File: config.mk
export PLATFORM = sky130hd
export DESIGN_NAME = fetch_unit_flat
export DESIGN_NICKNAME = d
export VERILOG_FILES = /design/src/rtl/fetch_unit_if.sv /design/src/rtl/fetch_unit.sv /design/src/flat_wrapper.sv
export SDC_FILE = /design/constraint.sdc
export NUM_CORES = 1
export LEC_CHECK = 0
export ABC_AREA = 0
export BUFFER_PORTS_ARGS = -buffer_cell sky130_fd_sc_hd__buf_2
export CELL_PAD_IN_SITES_DETAIL_PLACEMENT = 0
export CELL_PAD_IN_SITES_GLOBAL_PLACEMENT = 1
export CORE_MARGIN = 8
export CORE_UTILIZATION = 34
export DETAILED_ROUTE_END_ITERATION = 12
export GPL_TIMING_DRIVEN = 0
export PLACE_DENSITY_LB_ADDON = 0.25
export SYNTH_ARGS = -nofsm -noshare
export SYNTH_HDL_FRONTEND = slang
export SYNTH_SLANG_ARGS = --single-unit
File: constraint.sdc
create_clock -name clk -period 4.7 [get_ports clk]
set_input_delay 0.235 -clock clk [delete_from_list [all_inputs] [get_ports clk]]
set_output_delay 0.235 -clock clk [all_outputs]
set_load 0.02 [all_outputs]
File: src/rtl/fetch_unit_if.sv
// Instruction-memory bus between the fetch stage (master) and the synchronous
// instruction memory (slave).
interface fetch_unit_if #(
  parameter int unsigned ADDR_W = 32
);
  logic [ADDR_W-1:0] InstrAddr;
  logic              InstrReadEn;
  logic [31:0]       InstrData;

  modport master (
    output InstrAddr,
    output InstrReadEn,
    input  InstrData
  );

  modport slave (
    input  InstrAddr,
    input  InstrReadEn,
    output InstrData
  );
endinterface

File: src/rtl/fetch_unit.sv
// Instruction fetch stage: owns the PC, drives the synchronous instruction
// memory and holds the IF/ID register (PCD/ValidD) with stall, redirect and halt.
module fetch_unit #(
  parameter int unsigned       ADDR_W    = 32,
  parameter logic [ADDR_W-1:0] RESET_PC  = '0,
  parameter logic [31:0]       NOP_INSTR = 32'hFC00_0000
) (
  input  logic              clk,
  input  logic              rst_n,
  fetch_unit_if.master      imem,
  input  logic              StallF,
  input  logic              PCSrc,
  input  logic [ADDR_W-1:0] PCTarget,
  input  logic              Stuck,
  output logic [31:0]       InstrD,
  output logic [ADDR_W-1:0] PCD,
  output logic              ValidD,
  output logic [5:0]        Opcode,
  output logic [4:0]        Rd,
  output logic [2:0]        Func,
  output logic              Halted
);

  localparam logic [0:0] ST_RUN  = 1'b0;
  localparam logic [0:0] ST_HALT = 1'b1;

  localparam logic [ADDR_W-1:0] PC_STEP    = ADDR_W'(4);
  localparam logic [ADDR_W-1:0] ALIGN_MASK = ~ADDR_W'(3);

  logic [0:0]        state_q, state_d;
  logic [ADDR_W-1:0] pcf_q, pcf_d;
  logic [ADDR_W-1:0] pcd_q, pcd_d;
  logic              valid_q, valid_d;

  // State register
  always_ff @(posedge clk or negedge rst_n) begin
    if (!rst_n) begin
      state_q <= ST_RUN;
      pcf_q   <= RESET_PC;
      pcd_q   <= RESET_PC;
      valid_q <= 1'b0;
    end else begin
      state_q <= state_d;
      pcf_q   <= pcf_d;
      pcd_q   <= pcd_d;
      valid_q <= valid_d;
    end
  end

  // Next-state: redirect > stall > halt > sequential fetch
  always_comb begin
    state_d = state_q;
    pcf_d   = pcf_q;
    pcd_d   = pcd_q;
    valid_d = valid_q;
    case (state_q)
      ST_RUN: begin
        if (PCSrc) begin
          pcf_d   = PCTarget & ALIGN_MASK;
          valid_d = 1'b0;
        end else if (StallF) begin
          pcf_d   = pcf_q;
        end else if (Stuck && valid_q) begin
          state_d = ST_HALT;
          valid_d = 1'b0;
        end else begin
          pcd_d   = pcf_q;
          valid_d = 1'b1;
          pcf_d   = pcf_q + PC_STEP;
        end
      end
      ST_HALT: begin
        valid_d = 1'b0;
      end
      default: begin
        state_d = ST_RUN;
        valid_d = 1'b0;
      end
    endcase
  end

  // Read enable is gated by rst_n so the memory holds while reset is asserted
  assign imem.InstrAddr   = pcf_q;
  assign imem.InstrReadEn = rst_n && (state_q == ST_RUN) && !StallF;

  assign InstrD = valid_q ? imem.InstrData : NOP_INSTR;
  assign PCD    = pcd_q;
  assign ValidD = valid_q;
  assign Halted = (state_q == ST_HALT);
  assign Opcode = InstrD[31:26];
  assign Rd     = InstrD[25:21];
  assign Func   = InstrD[2:0];

endmodule

File: src/flat_wrapper.sv
// flat-port wrapper written by rule: the top's interface ports become plain ports
module fetch_unit_flat 
#(
  parameter int unsigned       ADDR_W    = 32,
  parameter logic [ADDR_W-1:0] RESET_PC  = '0,
  parameter logic [31:0]       NOP_INSTR = 32'hFC00_0000
)
  (clk, rst_n, StallF, PCSrc, PCTarget, Stuck, InstrD, PCD, ValidD, Opcode, Rd, Func, Halted, imem_InstrAddr, imem_InstrReadEn, imem_InstrData);
  fetch_unit_if #(.ADDR_W(ADDR_W)) imem_i ();
  input  logic clk;
  input  logic rst_n;
  input  logic StallF;
  input  logic PCSrc;
  input  logic [ADDR_W-1:0] PCTarget;
  input  logic Stuck;
  output logic [31:0] InstrD;
  output logic [ADDR_W-1:0] PCD;
  output logic ValidD;
  output logic [5:0] Opcode;
  output logic [4:0] Rd;
  output logic [2:0] Func;
  output logic Halted;
  output wire logic [$bits(imem_i.InstrAddr)-1:0] imem_InstrAddr;
  output wire logic [$bits(imem_i.InstrReadEn)-1:0] imem_InstrReadEn;
  input wire logic [$bits(imem_i.InstrData)-1:0] imem_InstrData;
  assign imem_InstrAddr = imem_i.InstrAddr;
  assign imem_InstrReadEn = imem_i.InstrReadEn;
  assign imem_i.InstrData = imem_InstrData;
  fetch_unit #(.ADDR_W(ADDR_W), .RESET_PC(RESET_PC), .NOP_INSTR(NOP_INSTR)) u_core (.clk(clk), .rst_n(rst_n), .imem(imem_i), .StallF(StallF), .PCSrc(PCSrc), .PCTarget(PCTarget), .Stuck(Stuck), .InstrD(InstrD), .PCD(PCD), .ValidD(ValidD), .Opcode(Opcode), .Rd(Rd), .Func(Func), .Halted(Halted));
endmodule
Word-level counts from Yosys, hierarchy flattened:

Index checks and enable logic that the tools add are counted.

* flip-flop bits (word level): 66
* latch bits: 0
* bits in writable memories: 0
* memory bits (read-only): 0
* input port bits: 69
* memories kept: 0

* add/subtract/negate cells: 1
* multipliers: 0
* div/mod/pow operators: 0
* order comparisons: 0
* eq/ne operators: 3
* shifts and indexed selects: 0
* multiplexer cells: 12
* bitwise gates (word level): 4
* reduce and logical (&&, ||, !) cells: 6

Operator list (number)
* two-way mux 32 bit: 4
* adder 32 x 3 -> 32 bit, second input constant: 1
* two-way mux 1 bit: 7
* inverter 1 bit: 4
* AND reduction 4 bit: 1
* logical AND 1 bit: 3
* inequality test 3 bit, second input constant: 1
* AND reduction 3 bit: 1
* inequality test 2 x 1 -> 1 bit, second input constant: 1
* inequality test 2 bit, second input constant: 1
* one-hot mux 1 bit (2 select lines): 1
* zero test 1 bit: 1

Logic depth before layout (Yosys ltp):

Gate-level depths: netlist of the first run.

* depth after elaboration: 5
* mapped depth: 8
* gate-level depth less buffers: 6

Least setup slack after synthesis of the first run:

OpenSTA, ideal clock, no wires.

* path type: flip-flop to flip-flop
* start point: register u_core.pcf_q[2] (netlist: u_core.imem.InstrAddr[2])
* end point: register u_core.pcf_q[16] (netlist: u_core.imem.InstrAddr[16])
* arrival: 1.824 ns
* setup slack: 2.786 ns
* stages on the path, launching flop included: 8
* path buffers: 1
* period minus slack after synthesis: 1.914 ns
* cell sequence: dfrtp_1 ha_1 and3_1 and3_1 buf_2 nand2_1 o41a_1 o221ai_1

* longest elaborated chain between the ends: 4

Ends and longest elaborated chain
* start: declaration: RTL line fetch_unit.sv:31 `logic [ADDR_W-1:0] pcf_q, pcf_d;`
* start signal: assignment: RTL line fetch_unit.sv:44 `pcf_q <= pcf_d;`
* adder 32 x 3 -> 32 bit: RTL line fetch_unit.sv:69 `pcf_d = pcf_q + PC_STEP;`
* two-way mux 32 bit: RTL line fetch_unit.sv:63 `end else if (Stuck && valid_q) begin`
* two-way mux 32 bit: RTL line fetch_unit.sv:61 `end else if (StallF) begin`
* two-way mux 32 bit: RTL line fetch_unit.sv:58 `if (PCSrc) begin`

Every way passes these cells. The select of a mux whose other input is x is not followed.
A chain may end at the register's enable or synchronous reset.

Worst setup path in the final report of the first run:

* start point: register u_core.valid_q (netlist: u_core.ValidD)
* end point: register u_core.pcd_q[20] (netlist: u_core.PCD[20])

* longest elaborated chain between the ends: 3

Ends and longest elaborated chain
* start: declaration: RTL line fetch_unit.sv:33 `logic valid_q, valid_d;`
* start signal: assignment: RTL line fetch_unit.sv:46 `valid_q <= valid_d;`
* logical AND 1 bit: RTL line fetch_unit.sv:63
* inverter 1 bit (no source line)
* AND reduction 4 bit (no source line)
* end signal: assignment: RTL line fetch_unit.sv:45 `pcd_q <= pcd_d;`
* end: declaration: RTL line fetch_unit.sv:32 `logic [ADDR_W-1:0] pcd_q, pcd_d;`

Every way passes these cells.

==> impl_metrics.env, run 1 <==
export IMPL_status="finished with violations"
export IMPL_failed_checks="hold timing"
export IMPL_dieWidth_um=119
export IMPL_cp_common_cell="nand2_1"
export IMPL_max_cap_viol_count=0
export IMPL_grt_pass1_vias=3930
export IMPL_synth_cell_area_um2=3580
export IMPL_critPathCaptureType="register"
export IMPL_vias=3890
export IMPL_nets=700
export IMPL_drt_iter0_markers=279
export IMPL_holdCritPathClass="input port to asynchronous set/reset pin"
export IMPL_setup_ws_ns=2.17
export IMPL_min_period_ns=2.53
export IMPL_htree_num_levels=3
export IMPL_place_gp_congestion=0.864
export IMPL_dp_hpwl_um=10500
export IMPL_synth_seq_area_share_pct=43.4
export IMPL_yosysTopAreaCellShare_pct=43.4
export IMPL_grt_overflow_total=0
export IMPL_syn_area_per_cell_um2=8.09
export IMPL_post_cts_resized=0
export IMPL_ant_nets=0
export IMPL_cts_hold_buf=0
export IMPL_grtUsageTotal_pct=19.5
export IMPL_root_buffer="clkbuf_8"
export IMPL_fin_skew_ns=0.00384
export IMPL_synth_edf_count=0
export IMPL_grt_max_degree=64
export IMPL_drcViolationCount=0
export IMPL_clock_sinks=62
export IMPL_worstSetupStartpointType="register"
export IMPL_row_count=37
export IMPL_antenna_found_initial=0
export IMPL_start_util_pct=34.8
export IMPL_ys_ff_latch=62
export IMPL_cp_slowest_cell="a211oi_1"
export IMPL_grt_pass1_wl_um=22000
export IMPL_hold_viol=13
export IMPL_cts_setup_buffers=0
export IMPL_tns_ns=0
export IMPL_rsz0062_at_grt="no"
export IMPL_async_reset_ff_share_pct=100
export IMPL_n_fill_cell=1097
export IMPL_cts_made_buffers=9
export IMPL_synth_top_area_cell="dfrtp_1"
export IMPL_post_route_period_util_pct=53.8
export IMPL_p_leak_nw=2.49
export IMPL_ios=182
export IMPL_ys_flop_type="dfrtp_1"
export IMPL_slowest_delay_ns=0.91
export IMPL_drive_gt1_share_pct=34.9
export IMPL_power_density_nw_per_um2=581
export IMPL_worst_hold_slack_ns=-0.00576
export IMPL_routed_wl_um=13800
export IMPL_synthToLayoutAreaGrowth_pct=33.8
export IMPL_cts_tree="yes"
export IMPL_yosys_warnings=0
export IMPL_portBuffers=174
export IMPL_pre_cts_ws_ns=2.21
export IMPL_vdd_ir_drop_max_mv=0.289
export IMPL_max_slew_margin_pct=28.3
export IMPL_clk_pin_slew_ns=0.06
export IMPL_antenna_cells=0
export IMPL_clock_fmax_mhz=395
export IMPL_fin_util_pct=46.6
export IMPL_clockBufferDepth=2
export IMPL_slew_violations=0
export IMPL_die_h_um=119
export IMPL_path_cells="clkbuf_1 > a211oi_1 > nand2_1 > clkbuf_1 > nand2_1 > nand2_1"
export IMPL_cp_required_ns=4.93
export IMPL_synthDistinctLibCells=52
export IMPL_worst_pin_slew_ns=1.07
export IMPL_yosys_top_cells_area="dfrtp_1 43%, nand2_1 12%, and2_1 5.4%"
export IMPL_via_per_inst=5.06
export IMPL_crit_arrival_ns=2.76
export IMPL_synth_cells=442
export IMPL_first_pass_iters=4
export IMPL_wl_per_cell_um=17.9
export IMPL_insertion_delay_ns=0.34
export IMPL_fp_coreArea_um2=10300
export IMPL_crit_fanout=10
export IMPL_path_class="register to register"
export IMPL_setup_viol=0
export IMPL_dieArea_um2=14100
-- layout by cell type, fill, tap and decap left out, types with 11 or more instances in the layout --
cell type / instances
nand4_1: 11
dfrtp_1: 62
nand2_1: 115
and2_1: 31
a21oi_1: 27
clkbuf_1: 17
o21ai_0: 24
buf_2: 180
nand3_1: 14
buf_4: 19
nor2_1: 25
-- critical path, delay by kind of cell (launching register included) --
family | cells | cell delay (ns)
and+or+nand+nor | 3 | 0.57
AOI/OAI and AO/OA | 1 | 0.91
buffers and inverters | 2 | 0.57
DFF | 1 | 0.37
-- final cells by class --
cell class	instances	area [um2]	share of cell area (%)
tap	136	170	3.56
inverter	5	18.8	0.392
buffer	45	245	5.12
sequential	62	1550	32.4
multi-input combinational	333	1770	37.0
clock inverter	2	10.0	0.209
clock buffer	12	145	3.03
timing repair buffer	174	873	18.2
-- kinds of logic after synthesis --
group | count (synthesis) | share of synthesized area (%)
and+or+nand+nor | 236 | 32.0
adders and majority gates | 1 | 0.350
other | 1 | 0.105
DFF | 62 | 43.4
buffers and inverters | 50 | 7.38
AOI/OAI and AO/OA | 86 | 15.1
muxes | 6 | 1.68
-- final timing paths --
kind,startpoint,to,slack (ns),cells after the start
worst max-delay path,u_core.ValidD,u_core.PCD[20],2.17,6
worst min-delay path,rst_n,u_core.PCD[25],-0.006,1
worst max register to register,u_core.ValidD,u_core.PCD[20],2.17,6
worst min register to register,u_core.PCD[26],u_core.PCD[26],0.47,2
max in group asynchronous,rst_n,u_core.imem.InstrAddr[31],4.16,1
min in group clk,PCTarget[25],u_core.imem.InstrAddr[25],0.13,3
-- metrics by stage --
step	area (um2)	hold WS (ns)	total power, mW	cells
global route	4790	0.0450	2.99	769
finish	4790	-0.00576	2.78	769
CTS	4790	0.0185	2.81	769
floorplan	3590	-0.0606	1.85	445
detailed placement	4630	0.388	2.41	755
global placement	4630	0.453	2.38	755
-- state kept, by name, summed over array words and instances (netlist names) --
register,count
u_core.Halted,1
u_core.imem.InstrAddr,30
u_core.PCD,30
u_core.ValidD,1
-- routing by layer --
metal  track usage (%)  vias to the layer above  part of all wire [%]
li1                  -                     1878                     -
met1              24.3                     1864                    43
met2              32.4                      131                    49
met3              5.52                       17                   6.2
met4              4.82                        0                   1.2
met5                 0                        -                     0
-- Yosys cell counts (all sizes together) (5+ instances only) --
cell type,number
buf,30
nand2,115
a21oi,27
mux2i,6
dfrtp,62
nor2,25
nor4,5
nand2b,7
inv,5
nor3,10
o21ai,24
nand3,15
clkbuf,15
and3,9
nand4,12
and2,31
-- power breakdown --
group          switching [mW]  internal [mW]  leakage [nW]
Sequential              0.267          0.782         0.738
Combinational           0.891          0.446          1.67
Clock                   0.199          0.198        0.0821
Total                    1.36           1.43          2.49
Power figures use the tool's default switching activity.
==> run 2: changes to the inputs <==
--- a/config.mk
+++ b/config.mk
@@ -10,7 +10,7 @@
 export CELL_PAD_IN_SITES_DETAIL_PLACEMENT = 0
 export CELL_PAD_IN_SITES_GLOBAL_PLACEMENT = 1
 export CORE_MARGIN = 8
-export CORE_UTILIZATION = 34
+export CORE_UTILIZATION = 29
 export DETAILED_ROUTE_END_ITERATION = 12
 export GPL_TIMING_DRIVEN = 0
 export PLACE_DENSITY_LB_ADDON = 0.25
==> constraint.sdc (replaced) <==
create_clock -name clk -period 2.2 [get_ports clk]
set_input_delay 0.11 -clock clk [delete_from_list [all_inputs] [get_ports clk]]
set_output_delay 0.11 -clock clk [all_outputs]
set_load 0.02 [all_outputs]
==> impl_metrics.env, run 2 (synthesized netlist as in run 1, its figures left out) <==
export IMPL_status="finished, final reports clean"
export IMPL_crit_arrival_ns=2.28
export IMPL_worstSetupStartpointType="register"
export IMPL_grt_pass1_vias=3988
export IMPL_cts_made_buffers=9
export IMPL_drt_iter0_markers=203
export IMPL_dpl_cell_area_um2=4640
export IMPL_nets=701
export IMPL_pre_cts_ws_ns=-0.340
export IMPL_wl_per_cell_um=18.2
export IMPL_antenna_found_initial=0
export IMPL_power_density_nw_per_um2=1320
export IMPL_grt_pass1_wl_um=22300
export IMPL_clockBufferDepth=2
export IMPL_min_period_ns=2.10
export IMPL_portBuffers=174
export IMPL_vdd_ir_drop_max_mv=0.504
export IMPL_hold_viol=0
export IMPL_final_common_cell="buf_2"
export IMPL_grt_overflow_total=0
export IMPL_die_h_um=127
export IMPL_critPathCaptureType="register"
export IMPL_htree_num_levels=3
export IMPL_path_class="register to register"
export IMPL_antenna_cells=0
export IMPL_setup_viol=0
export IMPL_synthToLayoutAreaGrowth_pct=39.9
export IMPL_first_pass_iters=5
export IMPL_holdCritPathClass="input port to register"
export IMPL_crit_fanout=8
export IMPL_min_from="PCTarget[25]"
export IMPL_start_util_pct=29.8
export IMPL_dieArea_um2=16100
export IMPL_worst_pin_slew_ns=0.840
export IMPL_clock_sinks=62
export IMPL_root_buffer="clkbuf_16"
export IMPL_routed_wl_um=14300
export IMPL_final_cell_mix="181 x buf_2, 115 x nand2_1, 60 x dfrtp_1"
export IMPL_clk_pin_slew_ns=0.05
export IMPL_max_slew_margin_pct=44.0
export IMPL_fin_util_pct=41.7
export IMPL_startpoint="u_core.imem.InstrAddr[14]"
export IMPL_p_leak_nw=2.60
export IMPL_post_route_period_util_pct=95.6
export IMPL_max_cap_viol_count=0
export IMPL_tns_ns=0
export IMPL_ant_nets=0
export IMPL_via_per_inst=4.97
export IMPL_place_gp_congestion=0.889
export IMPL_cts_tree="yes"
export IMPL_fin_skew_ns=0.0118
export IMPL_setup_ws_ns=0.0970
export IMPL_grt_max_degree=64
export IMPL_r2r_start="u_core.imem.InstrAddr[14]"
export IMPL_slew_violations=0
export IMPL_grtUsageTotal_pct=17.4
export IMPL_insertion_delay_ns=0.33
export IMPL_drive_gt1_share_pct=36.9
export IMPL_clock_fmax_mhz=476
export IMPL_dp_hpwl_um=10700
export IMPL_cts_setup_buffers=0
export IMPL_row_count=40
export IMPL_drcViolationCount=0
export IMPL_ios=182
export IMPL_finalInstanceArea_um2=5000
export IMPL_vias=3889
export IMPL_fp_coreArea_um2=12000
export IMPL_cp_required_ns=2.38
export IMPL_dieWidth_um=127
[run 2: cell type report]
cell class | instances | area, um2
flip-flops and latches | 62 | 1550
multi-input cells | 333 | 1810
well taps | 147 | 184
clock inverters | 6 | 61.3
clock buffers | 10 | 239
repair buffers | 175 | 883
inverters | 5 | 18.8
fillers | 1282 | 7010
plain buffers | 45 | 254
[run 2: path summary, 6_finish.rpt]
check / end / slack, ns / cells past startpoint
min: u_core.imem.InstrAddr[25] / 0.03 / 3
min reg2reg: u_core.PCD[23] / 0.47 / 2
max: u_core.imem.InstrAddr[31] / 0.1 / 5
max reg2reg: u_core.imem.InstrAddr[31] / 0.1 / 5
max in group asynchronous: u_core.imem.InstrAddr[3] / 1.19 / 2
min in group asynchronous: u_core.PCD[13] / 0.40 / 2
[run 2: timing repair]
action	4_1_cts	5_1_grt
endpoints found under the hold margin	62	0
cloned	0	0
pin swaps	0	1
hold buffers	1	0
gates resized for setup	3	13
setup endpoints to repair	52	48
[run 2: metal layers]
layer	vias up	track usage, %	share of wire [%]
met4	0	4.97	1.3
li1	1882	-	-
met5	-	0	0
met3	14	3.95	6.3
met1	1837	21.7	43
met2	156	29.4	50
[run 2: where the power goes]
part	internal [mW]	leakage [nW]	switching, mW
sequential	1.68	0.736	0.586
combinational	0.965	1.71	1.94
clock	0.902	0.148	0.523
total	3.54	2.60	3.05
[run 2: stage by stage]
stage	power (mW)	hold slack, ns	instances
after floorplan	3.96	-0.186	445
after global placement	5.10	0.359	766
after detailed placement	5.17	0.276	766
after CTS	6.63	0.0161	783
after global routing	7.06	0.0278	783
final	6.59	0.0267	783
[run 2: worst max-delay path: stages, from the launching register on]
cell and delay, ns:
dfrtp_1 0.50, nand4_1 0.37, or4_4 0.56, nor4_4 0.24, mux2i_1 0.20, a21oi_1 0.08
==> run 3: changes to the inputs <==
--- a/config.mk
+++ b/config.mk
@@ -9,7 +9,7 @@
 export BUFFER_PORTS_ARGS = -buffer_cell sky130_fd_sc_hd__buf_2
 export CELL_PAD_IN_SITES_DETAIL_PLACEMENT = 0
 export CELL_PAD_IN_SITES_GLOBAL_PLACEMENT = 1
-export CORE_MARGIN = 8
+export CORE_MARGIN = 2
 export CORE_UTILIZATION = 29
 export DETAILED_ROUTE_END_ITERATION = 12
 export GPL_TIMING_DRIVEN = 0
==> constraint.sdc (replaced) <==
create_clock -name clk -period 1.8 [get_ports clk]
set_input_delay 0.09 -clock clk [delete_from_list [all_inputs] [get_ports clk]]
set_output_delay 0.09 -clock clk [all_outputs]
set_load 0.02 [all_outputs]
==> impl_metrics.env, run 3 (synthesized netlist as in run 1, its figures left out) <==
export IMPL_post_route_period_util_pct=97.5
export IMPL_path_class="register to register"
export IMPL_slew_violations=0
export IMPL_fin_util_pct=45.2
export IMPL_drt_iter0_markers=269
export IMPL_die_h_um=115
export IMPL_dp_hpwl_um=9900
export IMPL_post_place_cells=766
export IMPL_worstSetupStartpointType="register"
export IMPL_crit_arrival_ns=1.97
export IMPL_htree_num_levels=3
export IMPL_crit_fanout=6
export IMPL_grt_max_degree=64
export IMPL_start_util_pct=29.8
export IMPL_drcViolationCount=0
export IMPL_max_cap_viol_count=0
export IMPL_pre_cts_ws_ns=-0.691
export IMPL_rsz0062_at_grt="yes"
export IMPL_antenna_cells=0
export IMPL_vias=4101
export IMPL_drive_gt1_share_pct=45.9
export IMPL_status="finished with violations"
export IMPL_row_count=40
export IMPL_fin_skew_ns=0.00676
export IMPL_ant_nets=0
export IMPL_failed_checks="hold timing"
export IMPL_critPathCaptureType="register"
export IMPL_root_buffer="clkbuf_16"
export IMPL_fp_coreArea_um2=12000
export IMPL_dieWidth_um=115
export IMPL_stdcell_count=809
export IMPL_r2r_end="u_core.imem.InstrAddr[24]"
export IMPL_via_per_inst=5.07
export IMPL_cp_required_ns=2.02
export IMPL_portBuffers=174
export IMPL_dieArea_um2=13200
export IMPL_clock_sinks=62
export IMPL_grtUsageTotal_pct=21.1
export IMPL_cts_made_buffers=9
export IMPL_cts_hold_buf=1
export IMPL_worst_pin_slew_ns=0.865
export IMPL_setup_viol=0
export IMPL_wl_per_cell_um=17.3
export IMPL_grt_pass1_wl_um=21500
export IMPL_power_density_nw_per_um2=1630
export IMPL_grt_overflow_total=0
export IMPL_max_slew_margin_pct=42.3
export IMPL_cts_tree="yes"
export IMPL_ios=182
export IMPL_holdCritPathClass="input port to asynchronous set/reset pin"
export IMPL_vdd_ir_drop_max_mv=0.651
export IMPL_final_cell_mix="176 x buf_2, 110 x nand2_1, 49 x buf_4"
export IMPL_nets=727
export IMPL_r2r_setup_slack_ns=0.05
export IMPL_insertion_delay_ns=0.33
export IMPL_routed_wl_um=14000
export IMPL_r2r_start="u_core.imem.InstrAddr[23]"
export IMPL_startpoint="u_core.imem.InstrAddr[23]"
export IMPL_setup_ws_ns=0.0459
export IMPL_clockBufferDepth=2
export IMPL_first_pass_iters=5
export IMPL_r2r_cells=6
export IMPL_worst_hold_slack_ns=-0.165
export IMPL_p_leak_nw=2.76
export IMPL_hold_viol=62
export IMPL_clk_pin_slew_ns=0.06
export IMPL_grt_pass1_vias=3881
export IMPL_synthToLayoutAreaGrowth_pct=51.9
export IMPL_place_gp_congestion=0.879
export IMPL_min_period_ns=1.75
export IMPL_final_common_cell="buf_2"
export IMPL_antenna_found_initial=0
export IMPL_finalPower_mw=8.85
export IMPL_clock_fmax_mhz=570
[run 3: what timing repair did]
action,CTS,global route
hold endpoints to repair,63,62
gates resized for setup,29,44
buffers inserted,15,13
pin swaps,5,6
endpoints found under the setup margin,83,67
[run 3: layout make-up]
cell class / count / area, um2
Fill cell: 1259 / 6580
Multi-Input combinational cell: 333 / 1950
Sequential cell: 62 / 1580
Timing Repair Buffer: 203 / 1090
Buffer: 43 / 289
Clock buffer: 12 / 246
Tap cell: 147 / 184
Clock inverter: 4 / 70.1
Inverter: 5 / 18.8
[run 3: worst max path at each step]
stage	end	slack, ns
floorplan	u_core.imem.InstrAddr[22]	-0.007
global placement	u_core.PCD[8]	-0.64
detailed placement	u_core.PCD[10]	-0.69
CTS	u_core.imem.InstrAddr[2]	0.0002
global route	u_core.imem.InstrAddr[24]	-0.03
finish	u_core.imem.InstrAddr[24]	0.05
[run 3: critical path, cell delays in order, from the launching register on]
cell     delay (ns)
dfrtp_2        0.38
buf_4          0.15
inv_1          0.05
or4_1          0.54
nor3_2         0.16
a31oi_1        0.11
o22a_2         0.25
[run 3: layer usage]
metal	up-vias	global-route usage, %	wire (um)
met5	-	0	0
met4	0	8.11	320
met3	25	3.69	829
met2	147	32.7	6530
met1	1989	29.4	6270
li1	1940	-	-
[run 3: through the flow]
stage          area [um2]  TNS [ns]
2_1_floorplan        3610  -0.00734
3_3_place_gp         4660    -29.83
3_5_place_dp         4660    -31.26
4_1_cts              5210         0
5_1_grt              5430   -0.0836
6_report             5430         0
[run 3: report_power, final]
part	switching (mW)	internal [mW]	leakage, nW	total, mW
Sequential	0.609	2.09	0.718	2.70
Clock	0.636	1.25	0.157	1.88
Combinational	2.67	1.60	1.89	4.27
Total	3.91	4.93	2.76	8.85
